===== src/rtl/regfile_pkg.sv =====
// Integer register file constants and the operand_fetch FSM state type.
// RETRY is present only when OPERAND_FETCH_BYPASS_EN is undefined.
package regfile_pkg;
  localparam int XLEN = 32;
  localparam int REG_ADDR_W = 5;
  localparam logic [REG_ADDR_W-1:0] REG_ZERO = '0;

`ifdef OPERAND_FETCH_BYPASS_EN
  typedef enum logic [1:0] {
    IDLE = 2'd0,
    READ = 2'd1,
    HOLD = 2'd2
  } opf_state_t;
`else
  typedef enum logic [1:0] {
    IDLE  = 2'd0,
    READ  = 2'd1,
    HOLD  = 2'd2,
    RETRY = 2'd3
  } opf_state_t;
`endif
endpackage


===== src/rtl/operand_fwd_slot.sv =====
// One source operand: latched index, captured value and writeback collision compare.
// With OPERAND_FETCH_BYPASS_EN the slot also forwards writeback data into the value.
module operand_fwd_slot
  import regfile_pkg::*;
#(
  parameter int DATA_W = 32
) (
  input  logic                  clk,
  input  logic                  rst_n,
  input  logic                  load,
  input  logic                  capture,
  input  logic                  track,
  input  logic [REG_ADDR_W-1:0] in_idx,
  input  logic [DATA_W-1:0]     rf_data,
  input  logic                  wb_en,
  input  logic [REG_ADDR_W-1:0] wb_rd,
  input  logic [DATA_W-1:0]     wb_data,
  output logic                  hit,
  output logic [REG_ADDR_W-1:0] idx,
  output logic [DATA_W-1:0]     value
);
  logic [REG_ADDR_W-1:0] idx_q;
  logic [REG_ADDR_W-1:0] cmp_idx;

  // While loading, the incoming index is the one the writeback can collide with.
  assign cmp_idx = load ? in_idx : idx_q;
  assign hit     = wb_en && (cmp_idx != REG_ZERO) && (wb_rd == cmp_idx);
  assign idx     = idx_q;

`ifdef OPERAND_FETCH_BYPASS_EN
  logic              pend_q;
  logic [DATA_W-1:0] pend_data_q;
  logic              unused_track;

  assign unused_track = 1'b0;

  always_ff @(posedge clk) begin
    if (!rst_n) begin
      idx_q       <= '0;
      value       <= '0;
      pend_q      <= 1'b0;
      pend_data_q <= '0;
    end else if (load) begin
      idx_q       <= in_idx;
      pend_q      <= hit;
      pend_data_q <= wb_data;
    end else if (capture) begin
      // Newest write wins: READ-cycle write beats one caught at accept.
      pend_q <= 1'b0;
      if (idx_q == REG_ZERO)  value <= '0;
      else if (hit)           value <= wb_data;
      else if (pend_q)        value <= pend_data_q;
      else                    value <= rf_data;
    end else if (track && hit) begin
      value <= wb_data;
    end
  end
`else
  logic unused_inputs;

  assign unused_inputs = ^{track, wb_data};

  always_ff @(posedge clk) begin
    if (!rst_n) begin
      idx_q <= '0;
      value <= '0;
    end else if (load) begin
      idx_q <= in_idx;
    end else if (capture) begin
      value <= (idx_q == REG_ZERO) ? '0 : rf_data;
    end
  end
`endif
endmodule


===== src/rtl/operand_fetch.sv =====
// Register-file read client between decode and execute with writeback snooping.
// OPERAND_FETCH_BYPASS_EN selects forwarding; otherwise collisions re-read via RETRY.
module operand_fetch #(
  parameter int XLEN  = 32,
  parameter int TAG_W = 8
) (
  input  logic                                clk,
  input  logic                                rst_n,
  input  logic                                in_valid,
  output logic                                in_ready,
  input  logic [regfile_pkg::REG_ADDR_W-1:0]  in_rs1,
  input  logic [regfile_pkg::REG_ADDR_W-1:0]  in_rs2,
  input  logic [TAG_W-1:0]                    in_tag,
  output logic                                rf_r_en,
  output logic [regfile_pkg::REG_ADDR_W-1:0]  rf_r1,
  output logic [regfile_pkg::REG_ADDR_W-1:0]  rf_r2,
  input  logic [XLEN-1:0]                     rf_r1_read,
  input  logic [XLEN-1:0]                     rf_r2_read,
  input  logic                                wb_en,
  input  logic [regfile_pkg::REG_ADDR_W-1:0]  wb_rd,
  input  logic [XLEN-1:0]                     wb_data,
  output logic                                out_valid,
  input  logic                                out_ready,
  output logic [XLEN-1:0]                     out_op1,
  output logic [XLEN-1:0]                     out_op2,
  output logic [TAG_W-1:0]                    out_tag,
  output regfile_pkg::opf_state_t             fsm_state
);
  import regfile_pkg::*;

  // Handshakes: a transfer happens on a rising edge where valid and ready are both
  // high; valid never waits on ready, and held outputs only change after transfer
  // (or, with bypass, when a writeback refreshes a held operand in place).
  opf_state_t state_q, state_d;
  logic accept, capture, track, hit1, hit2;
  logic [REG_ADDR_W-1:0] idx1, idx2;
  logic [TAG_W-1:0] tag_q;

  assign accept    = in_valid && in_ready;
  assign out_valid = (state_q == HOLD);
  assign out_tag   = tag_q;
  assign fsm_state = state_q;

  always_ff @(posedge clk) begin
    if (!rst_n) state_q <= IDLE;
    else        state_q <= state_d;
  end

`ifdef OPERAND_FETCH_BYPASS_EN
  logic unused_hits;
  assign unused_hits = hit1 ^ hit2;
`else
  // A write in the accept or RETRY cycle makes the pending read stale.
  logic stale_q;
  always_ff @(posedge clk) begin
    if (!rst_n)                           stale_q <= 1'b0;
    else if (accept || state_q == RETRY)  stale_q <= hit1 || hit2;
  end
`endif

  always_comb begin
    state_d = state_q;
    case (state_q)
      IDLE: if (accept) state_d = READ;
`ifdef OPERAND_FETCH_BYPASS_EN
      READ: state_d = HOLD;
`else
      READ:  state_d = (stale_q || hit1 || hit2) ? RETRY : HOLD;
      RETRY: state_d = READ;
`endif
      HOLD: begin
        if (out_ready)       state_d = accept ? READ : IDLE;
`ifndef OPERAND_FETCH_BYPASS_EN
        else if (hit1 || hit2) state_d = RETRY;
`endif
      end
      default: state_d = IDLE;
    endcase
  end

  always_comb begin
    in_ready = 1'b0;
    rf_r_en  = 1'b0;
    rf_r1    = '0;
    rf_r2    = '0;
    capture  = 1'b0;
    track    = 1'b0;
    if (rst_n) begin
      in_ready = (state_q == IDLE) || (state_q == HOLD && out_ready);
      capture  = (state_q == READ);
      track    = (state_q == HOLD);
      if (in_valid && in_ready) begin
        rf_r_en = 1'b1;
        rf_r1   = in_rs1;
        rf_r2   = in_rs2;
      end
`ifndef OPERAND_FETCH_BYPASS_EN
      else if (state_q == RETRY) begin
        rf_r_en = 1'b1;
        rf_r1   = idx1;
        rf_r2   = idx2;
      end
`endif
    end
  end

  always_ff @(posedge clk) begin
    if (!rst_n)      tag_q <= '0;
    else if (accept) tag_q <= in_tag;
  end

  operand_fwd_slot #(.DATA_W(XLEN)) u_slot1 (
    .clk     (clk),
    .rst_n   (rst_n),
    .load    (accept),
    .capture (capture),
    .track   (track),
    .in_idx  (in_rs1),
    .rf_data (rf_r1_read),
    .wb_en   (wb_en),
    .wb_rd   (wb_rd),
    .wb_data (wb_data),
    .hit     (hit1),
    .idx     (idx1),
    .value   (out_op1)
  );

  operand_fwd_slot #(.DATA_W(XLEN)) u_slot2 (
    .clk     (clk),
    .rst_n   (rst_n),
    .load    (accept),
    .capture (capture),
    .track   (track),
    .in_idx  (in_rs2),
    .rf_data (rf_r2_read),
    .wb_en   (wb_en),
    .wb_rd   (wb_rd),
    .wb_data (wb_data),
    .hit     (hit2),
    .idx     (idx2),
    .value   (out_op2)
  );
endmodule


===== config.mk =====
export PLATFORM = sky130hd
export DESIGN_NAME = operand_fetch
export DESIGN_NICKNAME = d
export VERILOG_FILES = /design/src/rtl/regfile_pkg.sv /design/src/rtl/operand_fwd_slot.sv /design/src/rtl/operand_fetch.sv
export SDC_FILE = /design/constraint.sdc
export NUM_CORES = 1
export LEC_CHECK = 0
export BUFFER_PORTS_ARGS = -buffer_cell sky130_fd_sc_hd__buf_2
export CORE_ASPECT_RATIO = 0.6
export CORE_MARGIN = 10
export CORE_UTILIZATION = 46
export CTS_BUF_LIST = sky130_fd_sc_hd__clkbuf_8
export DETAILED_ROUTE_END_ITERATION = 6
export HOLD_SLACK_MARGIN = 0.12
export MAX_ROUTING_LAYER = met4
export PLACE_DENSITY = 0.83
export SLEW_MARGIN = 30
export SYNTH_ARGS = -nofsm -noshare
export SYNTH_HDL_FRONTEND = slang
export SYNTH_SLANG_ARGS = --single-unit

===== constraint.sdc =====
create_clock -name clk -period 2.6 [get_ports clk]
set_input_delay 0.13 -clock clk [delete_from_list [all_inputs] [get_ports clk]]
set_output_delay 0.13 -clock clk [all_outputs]
set_load 0.02 [all_outputs]

==> results by group <==
Run status
  – Outcome: finished, final reports clean

Power and ir drop
  – Combinational Power Share: 39.0%
  – Sequential cell fraction of total power: 38.8%
  – Internal: 0.00242 W
  – Clk pwr share: 22.2%
  – P_sw: 0.00156 W
  – Switching Share: 39.2%
  – LEAKAGE: 2.55 nW
  – Power Density: 677 nW/um2
  – VDD IR-drop max: 0.000403 V

Detailed routing
  – Per-cell routed wire length: 18.1 um
  – Met1 WL: 6040 um
  – Detailed-route wire length: 15100 um
  – Initial drt markers: 293
  – Top layer in use: met4
  – Metal2 WL: 7050 um
  – Residual DRC: 0
  – Final ANT Viol Nets: 0
  – First drt pass iteration count: 5
  – Total number of vias: 4563
  – Met3 routed wirelength: 1650 um
  – Drt via density: 5.48

GRT
  – Initial antenna violation count: 1
  – Gr usage total: 23.3%
  – First-pass GRT wire length: 24000 um
  – Largest net degree at the start of global routing: 101
  – Overflow after GRT: 0
  – Vias in the first global route: 4595

Cells and area
  – Final net count: 847
  – Final instance area: 5870 um2
  – Share of layout cells above drive strength 1: 29.7%
  – Area growth from synthesis to layout: 51.2%

Timing
  – Minimum clock period after layout: 2480 ps
  – Final Hold Fails: 0
  – RSZ-0062 raised after global routing: false
  – Actual slew at the worst max-slew pin: 832 ps
  – Skew final: 8.96 ps
  – Fin. max-slew vios: 0
  – Max-slew headroom: 44.5%
  – Final setup vio count: 0
  – Final period util: 95.3%
  – Setup tns final: 0 ps
  – Fmax: 0.404 GHz

Synthesis
  – Post-Syn Area: 3890 um2
  – Number of synthesized flops with an enable pin: 0
  – Syn Area/Cell: 8.15 um2
  – Largest family of logic cells by synthesized area: simple AND/OR/NAND/NOR gates
  – Area share of and/or/nand/nor cells after synthesis: 24.7%
  – Synth Area in XOR/XNOR: 1.80%
  – Mux cell area share after synthesis: 0%
  – Primary FF master, synth: dfxtp_1
  – Adder-cell share of the synthesized area: 1.29%
  – Post-synthesis cell count: 477
  – Synth Net Count: 605
  – Register area share after synthesis: 43.8%
  – YS warnings: 0
  – Register bit total from synthesis: 85
  – Async SR Flop Fraction: 0%
  – Compound-Gate Fraction of Synth Area: 23.9%
  – Post-synthesis cell type count: 40

Clock network
  – Htree depth: 3
  – Total CTS buffers: 9
  – CTS Sinks: 85
  – Clk buf depth: 2
  – CTS tree: built
  – Setup Fix Bufs, Post-CTS: 0
  – Clk_lat worst skew: 340 ps
  – Root Buffer: clkbuf_8
  – Worst-path clk slew: 80 ps

Run
  – Max_cap viols: 0

Critical path
  – Critical Path Start Type: flop
  – Crit. End Element: output pin
  – Critical-path maximum fanout: 20
  – Crit. Startpoint: fsm_state[0]$_SDFFE_PN0P_
  – Worst EP required: 2470 ps
  – Launching point of the worst reg2reg path: fsm_state[0]$_SDFFE_PN0P_
  – CP arrival: 2350 ps
  – Setup CP Type: flop to output pin

Placement
  – Port Buffers: 178
  – GP Congestion: 0.948
  – DP HPWL: 9570 um
  – Post-DP Area: 4860 um2

Floorplanning
  – Die H: 91.2 um
  – FP Rows: 25
  – Initial Utilization: 48.3%
  – Die area: 12600 um2
  – Die Wd: 139 um
  – Core ar.: 8040 um2
  – # IOs: 211

Hold path
  – Hold_sp: in_rs1[4]
  – Worst Hold Class: input port to flop
-- power by group through the flow --
stage	registers (W)	clock network, W	logic [W]
2_1_floorplan	0.00169	0	0.000780
3_3_place_gp	0.00156	0	0.00135
3_5_place_dp	0.00157	0	0.00140
4_1_cts	0.00154	0.000908	0.00151
5_1_grt	0.00156	0.000965	0.00167
6_report	0.00154	0.000884	0.00155
-- area by class of cell --
class                      instances  area (um2)
antenna                            1        2.50
clock buffer                       9         124
clock inverter                     6        56.3
fill                             568        2160
inverter                           8        30.0
multi-input combinational        347        2030
sequential                        85        1700
tap                              108         135
timing repair buffer             268        1790
-- routing by layer --
| layer | vias to the layer above | global-route usage, % |
|---|---|---|
| met2 | 286 | 37.5 |
| met5 | - | - |
| li1 | 2121 | - |
| met1 | 2120 | 27.5 |
| met4 | 0 | 7.44 |
| met3 | 36 | 6.81 |
-- layout by cell type, fill, tap and decap left out, types with 2 or more instances in the layout --
cell type,netlist,routed
buf_2,1,178
nand2_1,113,112
dfxtp_1,85,85
a21boi_0,90,82
dlygate4sd3_1,0,81
nand3_1,70,69
inv_1,8,9
clkbuf_8,0,9
a21boi_1,0,8
a21oi_1,8,8
buf_4,0,7
o21ai_0,6,6
nand2b_1,6,6
xor2_1,6,6
nor4_1,5,5
ha_1,4,4
nor2_1,3,3
and2_1,4,3
o2111ai_1,3,3
o221ai_1,3,3
clkinv_2,0,3
and2_2,2,2
and3_1,3,2
xnor2_1,2,2
a211oi_1,2,2
buf_12,0,2
-- worst paths after layout --
path | end | slack, ps | depth (start not counted)
min reg2reg | u_slot2.value[15]$_SDFFE_PN0P_ | 460 | 2
max reg2reg | stale_q$_SDFFE_PN0P_ | 140 | 8
max | rf_r1[4] | 120 | 8
min | u_slot1.idx[4]$_SDFF_PN0_ | 190 | 4
-- logic make-up after synthesis --
kind of cell | Yosys count
flops | 85
fa+ha+maj | 4
buf+inv | 45
simple gates | 212
compound gates | 123
xor+xnor | 8
-- worst max-delay path, cell delays in order (launching register included) --
cell and delay (ps):
dfxtp_1 420, inv_1 110, ha_1 280, a21o_2 300
and2_4 270, nor2_1 150, inv_1 140, and3_1 180
buf_2 160
-- through the flow --
stage          hold WS [ps]  util, %  instances  setup slack (ps)  power, W
2_1_floorplan           275        -        477               101   0.00247
3_3_place_gp            382     60.5        735               209   0.00291
3_5_place_dp            393     60.5        735               108   0.00297
4_1_cts                 151     72.8        831              44.1   0.00395
5_1_grt                 175     73.1        832              1.36   0.00419
6_report                186     73.1        832               122   0.00398
-- sequential cells by signal (all words and copies together), names as in the netlist --
signal / flops
u_slot1.value: 32
u_slot2.value: 32
out_tag: 8
u_slot1.idx: 5
u_slot2.idx: 5
fsm_state: 2
stale_q: 1
-- synthesized netlist by cell type, types with 2 or more instances --
master,count,area share (%)
nand3_1,70,9.0
xnor2_1,2,0.45
and3_1,3,0.48
inv_1,8,0.77
and2_2,2,0.39
and2_1,4,0.64
a2111oi_2,2,0.77
nand2_1,113,11
nor2_1,3,0.29
xor2_1,6,1.4
o221ai_1,3,0.68
a21oi_1,8,1.0
ha_1,4,1.3
a211oi_1,2,0.39
clkbuf_1,28,2.7
o21ai_0,6,0.77
o2111ai_1,3,0.68
dfxtp_1,85,44
buf_1,6,0.58
nand2b_1,6,0.97
nor4_1,5,0.80
a21boi_0,90,17
-- repair_timing --
action,CTS,global route
pin swaps,0,0
endpoints found under the hold margin,81,0
resized for setup,2,3
gates cloned,0,0
setup endpoints to repair,7,13
hold buffers,81,0
No activity file was read; power rests on OpenSTA's default activity.
